## src/rtl/qpu_ifu_fetch_if.sv

```systemverilog
// Fetch-side bus bundle: ICB command/response channel to the ITCM plus the
// instruction handoff to decode. master = IFU, slave = ITCM/decode side.
interface qpu_ifu_fetch_if #(
  parameter int unsigned AW = 16,
  parameter int unsigned DW = 64,
  parameter int unsigned MW = 8
);
  logic          ifu_icb_cmd_valid;
  logic          ifu_icb_cmd_ready;
  logic [AW-1:0] ifu_icb_cmd_addr;
  logic          ifu_icb_cmd_read;
  logic [DW-1:0] ifu_icb_cmd_wdata;
  logic [MW-1:0] ifu_icb_cmd_wmask;
  logic          ifu_icb_rsp_valid;
  logic          ifu_icb_rsp_ready;
  logic [DW-1:0] ifu_icb_rsp_rdata;
  logic          ifu_o_valid;
  logic          ifu_o_ready;
  logic [DW-1:0] ifu_o_ir;
  logic [AW-1:0] ifu_o_pc;

  modport master (
    output ifu_icb_cmd_valid, ifu_icb_cmd_addr, ifu_icb_cmd_read,
           ifu_icb_cmd_wdata, ifu_icb_cmd_wmask, ifu_icb_rsp_ready,
           ifu_o_valid, ifu_o_ir, ifu_o_pc,
    input  ifu_icb_cmd_ready, ifu_icb_rsp_valid, ifu_icb_rsp_rdata, ifu_o_ready
  );

  modport slave (
    input  ifu_icb_cmd_valid, ifu_icb_cmd_addr, ifu_icb_cmd_read,
           ifu_icb_cmd_wdata, ifu_icb_cmd_wmask, ifu_icb_rsp_ready,
           ifu_o_valid, ifu_o_ir, ifu_o_pc,
    output ifu_icb_cmd_ready, ifu_icb_rsp_valid, ifu_icb_rsp_rdata, ifu_o_ready
  );
endinterface

```

## src/rtl/qpu_ifu_fetch.sv

```systemverilog
// QPU IFU fetch front-end: single-outstanding ICB reads from the ITCM into a
// 2-entry PC-tagged instruction buffer, with redirect/squash and halt.
module qpu_ifu_fetch #(
  parameter int unsigned   AW       = 16,
  parameter int unsigned   DW       = 64,
  parameter int unsigned   MW       = 8,
  parameter logic [AW-1:0] RESET_PC = '0
) (
  input  logic            clk,
  input  logic            rst_n,
  input  logic            redirect_valid,
  input  logic [AW-1:0]   redirect_pc,
  input  logic            fetch_halt,
  output logic            ifu_idle,
  qpu_ifu_fetch_if.master bus
);

  localparam logic [AW-1:0] RST_PC = RESET_PC & ~AW'(7);

  logic          cmd_valid_r;
  logic [AW-1:0] cmd_addr_r;
  logic          outstanding;
  logic          squash;
  logic [AW-1:0] pc;
  logic [AW-1:0] rsp_pc;

  logic [AW-1:0] buf_pc [2];
  logic [DW-1:0] buf_ir [2];
  logic          rd_ptr;
  logic          wr_ptr;
  logic [1:0]    count;

  logic          buf_valid;
  logic          cmd_hs;
  logic          rsp_hs;
  logic          push;
  logic          pop;
  logic          issue;
  logic [1:0]    count_after_pop;
  logic          unused_redirect_lsb;

  assign unused_redirect_lsb = ^redirect_pc[2:0];

  // Handshakes and issue decision; free space accounts for a same-cycle pop only.
  always_comb begin
    buf_valid       = (count != 2'd0);
    cmd_hs          = cmd_valid_r & bus.ifu_icb_cmd_ready;
    rsp_hs          = bus.ifu_icb_rsp_valid;
    push            = rsp_hs & ~squash;
    pop             = buf_valid & bus.ifu_o_ready;
    count_after_pop = count - 2'(pop);
    issue           = ~cmd_valid_r & ~outstanding & ~fetch_halt & ~redirect_valid
                      & (count_after_pop < 2'd2);
  end

  // Fetch PC, command register and in-flight tracking.
  always_ff @(posedge clk or negedge rst_n) begin
    if (!rst_n) begin
      pc          <= RST_PC;
      cmd_valid_r <= 1'b0;
      cmd_addr_r  <= RST_PC;
      outstanding <= 1'b0;
      squash      <= 1'b0;
      rsp_pc      <= '0;
    end else begin
      if (cmd_hs) begin
        cmd_valid_r <= 1'b0;
        outstanding <= 1'b1;
        rsp_pc      <= cmd_addr_r;
      end else if (issue) begin
        cmd_valid_r <= 1'b1;
        cmd_addr_r  <= pc;
      end
      if (rsp_hs) outstanding <= 1'b0;
      // A stale (squashed) command must not advance the PC past the redirect target.
      if (redirect_valid) begin
        pc     <= {redirect_pc[AW-1:3], 3'b000};
        squash <= cmd_valid_r | (outstanding & ~rsp_hs);
      end else begin
        if (cmd_hs && !squash) pc <= pc + AW'(8);
        if (rsp_hs) squash <= 1'b0;
      end
    end
  end

  // Instruction buffer; a redirect flush takes priority over push and pop.
  always_ff @(posedge clk or negedge rst_n) begin
    if (!rst_n) begin
      rd_ptr <= 1'b0;
      wr_ptr <= 1'b0;
      count  <= 2'd0;
      for (int i = 0; i < 2; i++) begin
        buf_pc[i] <= '0;
        buf_ir[i] <= '0;
      end
    end else if (redirect_valid) begin
      rd_ptr <= 1'b0;
      wr_ptr <= 1'b0;
      count  <= 2'd0;
    end else begin
      if (push) begin
        buf_pc[wr_ptr] <= rsp_pc;
        buf_ir[wr_ptr] <= bus.ifu_icb_rsp_rdata;
        wr_ptr         <= ~wr_ptr;
      end
      if (pop) rd_ptr <= ~rd_ptr;
      count <= count + 2'(push) - 2'(pop);
    end
  end

  assign bus.ifu_icb_cmd_valid = cmd_valid_r;
  assign bus.ifu_icb_cmd_addr  = cmd_addr_r;
  assign bus.ifu_icb_cmd_read  = 1'b1;
  assign bus.ifu_icb_cmd_wdata = DW'(0);
  assign bus.ifu_icb_cmd_wmask = MW'(0);
  assign bus.ifu_icb_rsp_ready = 1'b1;
  assign bus.ifu_o_valid       = buf_valid;
  assign bus.ifu_o_ir          = buf_ir[rd_ptr];
  assign bus.ifu_o_pc          = buf_pc[rd_ptr];
  assign ifu_idle              = ~cmd_valid_r & ~outstanding;

  // A response is only legal while a command is outstanding.
  rsp_legal: assert property (@(posedge clk) disable iff (!rst_n)
                              !(bus.ifu_icb_rsp_valid && !outstanding));

endmodule

```

## src/flat_wrapper.sv

```systemverilog
// flat-port wrapper written by rule: the top's interface ports become plain ports
module qpu_ifu_fetch_flat 
#(
  parameter int unsigned   AW       = 16,
  parameter int unsigned   DW       = 64,
  parameter int unsigned   MW       = 8,
  parameter logic [AW-1:0] RESET_PC = '0
)
  (clk, rst_n, redirect_valid, redirect_pc, fetch_halt, ifu_idle, bus_ifu_icb_cmd_valid, bus_ifu_icb_cmd_addr, bus_ifu_icb_cmd_read, bus_ifu_icb_cmd_wdata, bus_ifu_icb_cmd_wmask, bus_ifu_icb_rsp_ready, bus_ifu_o_valid, bus_ifu_o_ir, bus_ifu_o_pc, bus_ifu_icb_cmd_ready, bus_ifu_icb_rsp_valid, bus_ifu_icb_rsp_rdata, bus_ifu_o_ready);
  qpu_ifu_fetch_if #(.AW(AW), .DW(DW), .MW(MW)) bus_i ();
  input  logic clk;
  input  logic rst_n;
  input  logic redirect_valid;
  input  logic [AW-1:0] redirect_pc;
  input  logic fetch_halt;
  output logic ifu_idle;
  output wire logic [$bits(bus_i.ifu_icb_cmd_valid)-1:0] bus_ifu_icb_cmd_valid;
  output wire logic [$bits(bus_i.ifu_icb_cmd_addr)-1:0] bus_ifu_icb_cmd_addr;
  output wire logic [$bits(bus_i.ifu_icb_cmd_read)-1:0] bus_ifu_icb_cmd_read;
  output wire logic [$bits(bus_i.ifu_icb_cmd_wdata)-1:0] bus_ifu_icb_cmd_wdata;
  output wire logic [$bits(bus_i.ifu_icb_cmd_wmask)-1:0] bus_ifu_icb_cmd_wmask;
  output wire logic [$bits(bus_i.ifu_icb_rsp_ready)-1:0] bus_ifu_icb_rsp_ready;
  output wire logic [$bits(bus_i.ifu_o_valid)-1:0] bus_ifu_o_valid;
  output wire logic [$bits(bus_i.ifu_o_ir)-1:0] bus_ifu_o_ir;
  output wire logic [$bits(bus_i.ifu_o_pc)-1:0] bus_ifu_o_pc;
  input wire logic [$bits(bus_i.ifu_icb_cmd_ready)-1:0] bus_ifu_icb_cmd_ready;
  input wire logic [$bits(bus_i.ifu_icb_rsp_valid)-1:0] bus_ifu_icb_rsp_valid;
  input wire logic [$bits(bus_i.ifu_icb_rsp_rdata)-1:0] bus_ifu_icb_rsp_rdata;
  input wire logic [$bits(bus_i.ifu_o_ready)-1:0] bus_ifu_o_ready;
  assign bus_ifu_icb_cmd_valid = bus_i.ifu_icb_cmd_valid;
  assign bus_ifu_icb_cmd_addr = bus_i.ifu_icb_cmd_addr;
  assign bus_ifu_icb_cmd_read = bus_i.ifu_icb_cmd_read;
  assign bus_ifu_icb_cmd_wdata = bus_i.ifu_icb_cmd_wdata;
  assign bus_ifu_icb_cmd_wmask = bus_i.ifu_icb_cmd_wmask;
  assign bus_ifu_icb_rsp_ready = bus_i.ifu_icb_rsp_ready;
  assign bus_ifu_o_valid = bus_i.ifu_o_valid;
  assign bus_ifu_o_ir = bus_i.ifu_o_ir;
  assign bus_ifu_o_pc = bus_i.ifu_o_pc;
  assign bus_i.ifu_icb_cmd_ready = bus_ifu_icb_cmd_ready;
  assign bus_i.ifu_icb_rsp_valid = bus_ifu_icb_rsp_valid;
  assign bus_i.ifu_icb_rsp_rdata = bus_ifu_icb_rsp_rdata;
  assign bus_i.ifu_o_ready = bus_ifu_o_ready;
  qpu_ifu_fetch #(.AW(AW), .DW(DW), .MW(MW), .RESET_PC(RESET_PC)) u_core (.clk(clk), .rst_n(rst_n), .redirect_valid(redirect_valid), .redirect_pc(redirect_pc), .fetch_halt(fetch_halt), .ifu_idle(ifu_idle), .bus(bus_i));
endmodule
```

## config.mk

```make
export PLATFORM = sky130hd
export DESIGN_NAME = qpu_ifu_fetch_flat
export DESIGN_NICKNAME = d
export VERILOG_FILES = /design/src/rtl/qpu_ifu_fetch_if.sv /design/src/rtl/qpu_ifu_fetch.sv /design/src/flat_wrapper.sv
export SDC_FILE = /design/constraint.sdc
export NUM_CORES = 1
export LEC_CHECK = 0
export ABC_CLOCK_PERIOD_IN_PS = 2150
export CAP_MARGIN = 20
export CORE_ASPECT_RATIO = 0.7
export CORE_MARGIN = 1.5
export CORE_UTILIZATION = 41
export DETAILED_ROUTE_END_ITERATION = 7
export GPL_ROUTABILITY_DRIVEN = 0
export GPL_TIMING_DRIVEN = 0
export PLACE_DENSITY = 0.68
export RECOVER_POWER = 50
export SETUP_SLACK_MARGIN = 0.5
export SLEW_MARGIN = 20
export SYNTH_ARGS = -nofsm -noshare
export SYNTH_HDL_FRONTEND = slang
export SYNTH_SLANG_ARGS = --single-unit
```

## constraint.sdc

```tcl
create_clock -name clk -period 2.15 [get_ports clk]
set_input_delay 0.645 -clock clk [delete_from_list [all_inputs] [get_ports clk]]
set_output_delay 0.645 -clock clk [all_outputs]
set_load 0.005 [all_outputs]
```

# --- After elaboration in Yosys (flattened, before gate mapping) ---
# Cells that the tools add are included.
classes:
  n_mux: 25
  n_lt_le_gt_ge: 4
  n_reduce_logical: 12
  addsub: 4
  bitwise: 20
ops:
  columns: ["cell", "count"]
  rows:
  - ["64-bit two-way mux", 4]
  - ["128-bit bitwise mux", 1]
  - ["16-bit two-way mux", 6]
  - ["64-bit demux with 1-bit select", 1]
  - ["32-bit bitwise mux", 1]
  - ["16-bit by 4-bit adder with 16-bit output (second input constant)", 1]
  - ["16-bit demux with 1-bit select", 1]
  - ["2-bit nonzero test", 7]
  - ["1-bit two-way mux", 10]
  - ["1-bit NOT", 9]
  - ["1-bit bitwise AND", 8]
  - ["2-bit >= comparator (second input constant)", 2]
  - ["1-bit NOT with 2-bit output", 2]
  - ["2-bit AND reduction", 2]
  - ["2-bit by 1-bit subtractor with 2-bit output", 2]
  - ["2-bit by 1-bit adder with 2-bit output", 1]
  - ["1-bit logical AND", 2]
  - ["2-bit by 1-bit < comparator with 1-bit output (second input constant)", 1]
  - ["2-bit < comparator (second input constant)", 1]
  - ["2-bit two-way mux", 1]
  - ["1-bit logical NOT", 1]
  - ["1-bit bitwise OR", 1]
totals:
  output_inout_bits: 173
  elab_cells: 78
  register_bits: 215
  input_bits: 87

# --- Depth between registers and ports, before layout ---
# Gate-level depths: netlist (run 1).
logic_depth:
  ltp_word: 7
  depth_mapped: 7
  ltp_nobuf: 5

# --- Least setup slack after synthesis (run 1) ---
# OpenSTA, ideal clock, no wires.
synth_timing:
  path_kind: "flip-flop to output port"
  start: "register u_core.rd_ptr"
  end: "output bus_ifu_o_ir[34]"
  stages_incl_launch_ff: 5
  path_slack_ns: 0.234
  arrival_ns: 1.271
  t_required_ns: 1.505
  path_cell_list: "dfrtp_1 -> clkbuf_1 -> buf_2 -> buf_2 -> mux2_2"
synth_between:
  elab_chain_cells: 4
synth_lines:
  columns: ["item", "line_no", "source"]
  rows:
  - ["from (decl)", "qpu_ifu_fetch.sv:29", "logic rd_ptr;"]
  - ["from (signal assigned)", "qpu_ifu_fetch.sv:106", "if (pop) rd_ptr <= ~rd_ptr;"]
  - ["1-bit NOT with 2-bit output (implied by the code)", "qpu_ifu_fetch.sv:118", "assign bus.ifu_o_ir = buf_ir[rd_ptr];"]
  - ["64-bit two-way mux (implied by the code) (3 in a row)", "qpu_ifu_fetch.sv:118", null]
  - ["to (decl)", "flat_wrapper.sv:24", "output wire logic [$bits(bus_i.ifu_o_ir)-1:0] bus_ifu_o_ir;"]
# Every way passes these cells. The select of a mux whose other input is x is not followed.

# --- Worst setup path after layout (run 1) ---
layout_timing:
  start: "register u_core.rd_ptr"
  end: "output bus_ifu_o_ir[41]"
# The elaborated chain is that of the path after synthesis.

==> results.sh, run 1 <==
export IMPL_outcome="finished with violations"
export IMPL_violations="negative setup slack"
export IMPL_final_antenna_net_count=0
export IMPL_finalHoldViolCount=0
export IMPL_grt_usage=0.191
export IMPL_hold_path_class="primary input to flip-flop"
export IMPL_start_util=0.415
export IMPL_syn_instance_count=665
export IMPL_cp_start_kind="flip-flop"
export IMPL_period_share=1.15
export IMPL_drv_slew=0
export IMPL_via_count=6114
export IMPL_cp_end_kind="primary output"
export IMPL_synth_area_um2=9370
export IMPL_arrival_ps=1830
export IMPL_layout_drive_gt1_share=0.579
export IMPL_core_um2=22600
export IMPL_fillers=1780
export IMPL_antenna_found_initial=0
export IMPL_yosys_area_top_type="dfrtp_1"
export IMPL_grt_max_degree=99
export IMPL_skew_ps=11.3
export IMPL_slew_headroom=0.126
export IMPL_hold_buffers=0
export IMPL_vias_per_cell=4.50
export IMPL_drc=0
export IMPL_gr_total_overflow=0
export IMPL_rsz0062_at_grt="true"
export IMPL_synth_avg_cell_area_um2=14.1
export IMPL_ys_top_cells_by_area="dfrtp_1 53%, mux2_2 27%, buf_4 6.7%"
export IMPL_worst_slack_ps=-330
export IMPL_clockRootBuffer="clkbuf_16"
export IMPL_clock_latency_ps=440
export IMPL_grt_pass1_wl_um=35000
export IMPL_synthTopCellsByCount="227 x mux2_2, 200 x dfrtp_1, 83 x buf_4"
export IMPL_synth_cell_types=38
export IMPL_yosysSeqAreaShare=0.534
export IMPL_ys_ff_latch=200
export IMPL_clkSlewWorstSetupHoldPaths_ps=80
export IMPL_io_pins=260
export IMPL_p_per_area_nw_per_um2=1030
export IMPL_synth_ff_type="dfrtp_1"
export IMPL_leakagePower_nw=6.69
export IMPL_yosysTopAreaCellShare=0.534
export IMPL_synth_edff_count=0
export IMPL_dp_hpwl_um=14600
export IMPL_cts_sinks=200
export IMPL_yosysWarnings=0
export IMPL_dp_cells=1233
export IMPL_htreeDepth=4
export IMPL_yosys_cell_count_top_type="mux2_2"
export IMPL_die_x_um=184
export IMPL_first_iter_violations=309
export IMPL_setup_viol=77
export IMPL_async_reset_ff_frac=1.00
export IMPL_instances_no_fill=1359
export IMPL_syn_to_final_growth_pct=51.1
export IMPL_tightest_slew_ps=1310
export IMPL_cap_viol_max_count=0
export IMPL_ir_worst_vdd_mv=0.602
export IMPL_placementRows=46
export IMPL_period_minus_slack_ps=2480
export IMPL_critPathKind="flip-flop to primary output"
export IMPL_tritoncts="done"
export IMPL_first_global_vias=6273
export IMPL_die_area_um2=23800
export IMPL_nets=1123
export IMPL_wirelength_um=22400
export IMPL_numCtsBuffers=17
export IMPL_drt_pre_antenna_iters=4
export IMPL_cp_max_fo=7
export IMPL_num_antenna_cells=0
export IMPL_required_ps=1500
export IMPL_die_height_um=129
export IMPL_fin_total_pwr_mw=14.6
export IMPL_holdWs_ps=423
export IMPL_port_buffers=176
export IMPL_avgRoutedWirePerCell_um=16.5
export IMPL_clockBufferDepth=2
export IMPL_max_freq_mhz=403
## timing repair
action                                 in CTS  in global routing
pin swaps                                   5                 12
endpoints found under the hold margin       0                  0
buffers inserted                           66                 19
gates cloned                                7                  2
resized for setup                         518                 68
setup endpoints to repair                 286                205
## metrics by stage
step	TNS, ps	setup WS (ps)	util	cell area [um2]
after floorplan	0	313	-	10000
after global placement	-1729470	-8270	0.539	12200
after detailed placement	-80270	-501	0.541	12200
after CTS	-19610	-375	0.612	13800
after global routing	-42560	-403	0.627	14200
final	-17750	-330	0.627	14200
## logic make-up after synthesis
kind of cell               synth area share
muxes                                 0.323
DFF                                   0.534
buffers and inverters                0.0849
and+or+nand+nor                      0.0309
AOI/OAI and AO/OA                    0.0112
xor gates and xnor gates             0.0122
adders and majority gates           0.00267
other                              0.000802
## layer usage
| metal | vias up | track usage | wire length [um] |
|---|---|---|---|
| li1 | 2903 | - | - |
| met1 | 3055 | 0.276 | 11000 |
| met4 | 0 | 0.0434 | 134 |
| met2 | 146 | 0.277 | 9700 |
| met3 | 10 | 0.0658 | 1530 |
| met5 | - | 0 | 0 |
## critical path, cell delays in order, from the launching register on
cell and delay [ps]:
dfrtp_1 390, clkbuf_16 180, buf_12 150, buf_12 140, buf_8 120, mux2_4 300
buf_6 120
## layout by cell type, fill, tap and decap left out, drive strengths merged, types with 3 or more instances in the layout
cell type / count
and3: 3
buf: 280
clkbuf: 41
clkdlybuf4s50: 78
clkinv: 6
conb: 80
dfrtp: 200
dlygate4sd2: 3
inv: 8
mux2: 257
nand2: 19
nand3: 7
nand4: 4
nor2: 8
nor3: 3
o21ai: 12
xnor2: 6
xor2: 7
## state kept, by name (all words and copies together) (netlist names)
signal,count
u_core.buf_ir,128
u_core.buf_pc,26
u_core.bus.ifu_icb_cmd_addr,13
u_core.bus.ifu_icb_cmd_valid,1
u_core.count,2
u_core.outstanding,1
u_core.pc,13
u_core.rd_ptr,1
u_core.rsp_pc,13
u_core.squash,1
u_core.wr_ptr,1
## layout make-up
| cell class | instances | area, um2 | share of cell area |
|---|---|---|---|
| clock inverter | 14 | 144 | 0.0102 |
| timing repair buffer | 272 | 2770 | 0.196 |
| buffer | 112 | 1080 | 0.0767 |
| multi-input combinational | 427 | 4290 | 0.303 |
| inverter | 4 | 17.5 | 0.00124 |
| tap | 312 | 390 | 0.0276 |
| sequential | 200 | 5010 | 0.354 |
| clock buffer | 18 | 439 | 0.0310 |
## power breakdown
part	internal, mW	switching [mW]
Sequential	5.17	0.836
Combinational	3.72	1.63
Clock	1.75	1.48
## path summary, 6_finish.rpt
kind                                        from                        endpoint  slack, ps  depth (start not counted)
setup / recovery                   u_core.rd_ptr                bus_ifu_o_ir[41]       -330                          6
max in group asynchronous                  rst_n               u_core.buf_ir[82]        120                          3
min in group asynchronous                  rst_n               u_core.buf_ir[45]        480                          1
hold / removal             bus_ifu_icb_rsp_valid              u_core.outstanding        420                          2
hold reg to reg                u_core.buf_pc[21]               u_core.buf_pc[21]        510                          1
setup reg to reg                 u_core.count[0]  u_core.bus.ifu_icb_cmd_addr[8]        150                          6
Note: power is estimated with default switching activity, not from simulation.
==> run 2, diff against run 1 <==
--- a/config.mk
+++ b/config.mk
@@ -13,7 +13,7 @@
 export DETAILED_ROUTE_END_ITERATION = 7
 export GPL_ROUTABILITY_DRIVEN = 0
 export GPL_TIMING_DRIVEN = 0
-export PLACE_DENSITY = 0.68
+export PLACE_DENSITY = 0.73
 export RECOVER_POWER = 50
 export SETUP_SLACK_MARGIN = 0.5
 export SLEW_MARGIN = 20
==> run 2 against run 1 <==
The run still ends with negative setup slack left; sequential power about the same; setup slack got worse by 31 ps; fmax decreased by 1.2%; flip-flop and latch count did not move; global-route usage decreased by 0.57 points; worst hold slack worse by 66 ps; clock-buffer cell count up 1; clock power is 4% lower; power is 2.3% lower; critical path depth up 1; final area fell by 2.2%; register-to-register slack better by 310 ps; critical path type unchanged.
==> results.sh, run 2 (synthesis gave the netlist of run 1 again) <==
export IMPL_drt_pre_antenna_iters=4
export IMPL_largest_register="u_core.buf_ir"
export IMPL_instances_no_fill=1347
export IMPL_grt_max_degree=97
export IMPL_p_per_area_nw_per_um2=1030
export IMPL_die_area_um2=23800
export IMPL_first_global_vias=6148
export IMPL_reg2reg_slack_ps=460
export IMPL_hold_path_class="primary input to asynchronous set/reset pin"
export IMPL_skew_ps=12.0
export IMPL_largest_reg_flops=128
export IMPL_cp_start_kind="flip-flop"
export IMPL_rsz0062_at_grt="true"
export IMPL_leakagePower_nw=6.54
export IMPL_ir_worst_vdd_mv=0.616
export IMPL_drc=0
export IMPL_most_common_layout_cells="195 x dfrtp_1, 138 x mux2_4, 127 x buf_4"
export IMPL_via_count=6123
export IMPL_finalHoldViolCount=0
export IMPL_cts_sinks=200
export IMPL_slew_headroom=0.332
export IMPL_antenna_found_initial=0
export IMPL_required_ps=1500
export IMPL_clkSlewWorstSetupHoldPaths_ps=70
export IMPL_dp_hpwl_um=14300
export IMPL_core_um2=22600
export IMPL_holdWs_ps=358
export IMPL_critPathKind="flip-flop to primary output"
export IMPL_die_x_um=184
export IMPL_nets=1111
export IMPL_worst_r2r_path_depth=5
export IMPL_wl_met3_um=1480
export IMPL_cp_max_fo=7
export IMPL_num_antenna_cells=0
export IMPL_dp_cells=1233
export IMPL_clockBufferDepth=2
export IMPL_layout_drive_gt1_share=0.569
export IMPL_clockRootBuffer="clkbuf_16"
export IMPL_arrival_ps=1870
export IMPL_port_buffers=176
export IMPL_met2_length_um=10200
export IMPL_vias_per_cell=4.55
export IMPL_first_iter_violations=223
export IMPL_cp_end_kind="primary output"
export IMPL_max_freq_mhz=398
export IMPL_syn_to_final_growth_pct=47.7
export IMPL_worst_slack_ps=-361
export IMPL_wl_met1_um=10700
export IMPL_worstReg2RegStart="u_core.wr_ptr"
export IMPL_numCtsBuffers=17
export IMPL_grt_pass1_wl_um=33700
export IMPL_tightest_slew_ps=1000
export IMPL_die_height_um=129
export IMPL_final_antenna_net_count=0
export IMPL_htreeDepth=4
export IMPL_outcome="finished with violations"
export IMPL_placementRows=46
export IMPL_io_pins=260
export IMPL_violations="negative setup slack"
export IMPL_wirelength_um=22600
export IMPL_setup_viol=77
export IMPL_layout_commonest_cell="dfrtp_1"
export IMPL_fin_total_pwr_mw=14.3
export IMPL_top_regs="u_core.buf_ir (128), u_core.buf_pc (26)"
export IMPL_r2r_end="u_core.buf_ir[101]"
export IMPL_gr_total_overflow=0
export IMPL_hold_buffers=0
export IMPL_period_share=1.17
export IMPL_topRoutingLayerUsed="met4"
export IMPL_avgRoutedWirePerCell_um=16.8
export IMPL_clock_latency_ps=440
export IMPL_cap_viol_max_count=0
export IMPL_drv_slew=0
export IMPL_period_minus_slack_ps=2510
export IMPL_tritoncts="done"
export IMPL_grt_usage=0.186
export IMPL_start_util=0.415
==> run 2: routing by layer <==
| layer | up-vias | track usage |
|---|---|---|
| li1 | 2896 | - |
| met1 | 3066 | 0.258 |
| met2 | 146 | 0.281 |
| met3 | 15 | 0.0593 |
| met4 | 0 | 0.0463 |
| met5 | - | 0 |
==> run 2: critical path, cell delays in order (launching register included) <==
cell and delay, ps:
dfrtp_1 390, clkbuf_16 180, buf_6 120, buf_8 110, buf_6 100, buf_6 110, mux2_4 290, buf_6 120
==> run 2: how the worst max path moves through the flow <==
stage,startpoint,slack [ps],end,cells after the start
after floorplan,bus_ifu_icb_rsp_valid,310,u_core.buf_ir[45],7
after global placement,rst_n,-8250,u_core.buf_ir[73],1
after detailed placement,redirect_valid,-660,u_core.buf_ir[100],5
after CTS,u_core.rd_ptr,-460,bus_ifu_o_ir[21],4
after global routing,u_core.rd_ptr,-420,bus_ifu_o_pc[14],7
final,u_core.rd_ptr,-360,bus_ifu_o_pc[14],7
==> run 2: cell type report <==
type	count	area [um2]
inverters	4	17.5
clock buffers	19	433
fillers	1794	8720
flip-flops and latches	200	5010
well taps	312	390
clock inverters	13	120
plain buffers	112	1120
multi-input cells	427	4330
repair buffers	260	2420
==> run 2: report_power, final <==
group,internal [mW],switching [mW]
clock network,1.61,1.50
registers,5.17,0.850
logic,3.54,1.59
total,10.3,3.93
==> run 2: what timing repair did <==
| item | 4_1_cts | 5_1_grt |
|---|---|---|
| setup endpoints to repair | 286 | 234 |
| gates cloned | 3 | 5 |
| pin swaps | 4 | 8 |
| setup buffers | 47 | 27 |
| gates resized for setup | 379 | 151 |
==> run 2: metrics by stage <==
step                TNS (ps)  cell area, um2  setup slack [ps]  utilization
global route          -19780           13800              -417        0.613
floorplan                  0           10000               313            -
finish                -15350           13800              -361        0.613
global placement    -1736230           12200             -8250        0.539
CTS                   -19190           13400              -461        0.593
detailed placement    -93040           12200              -659        0.541
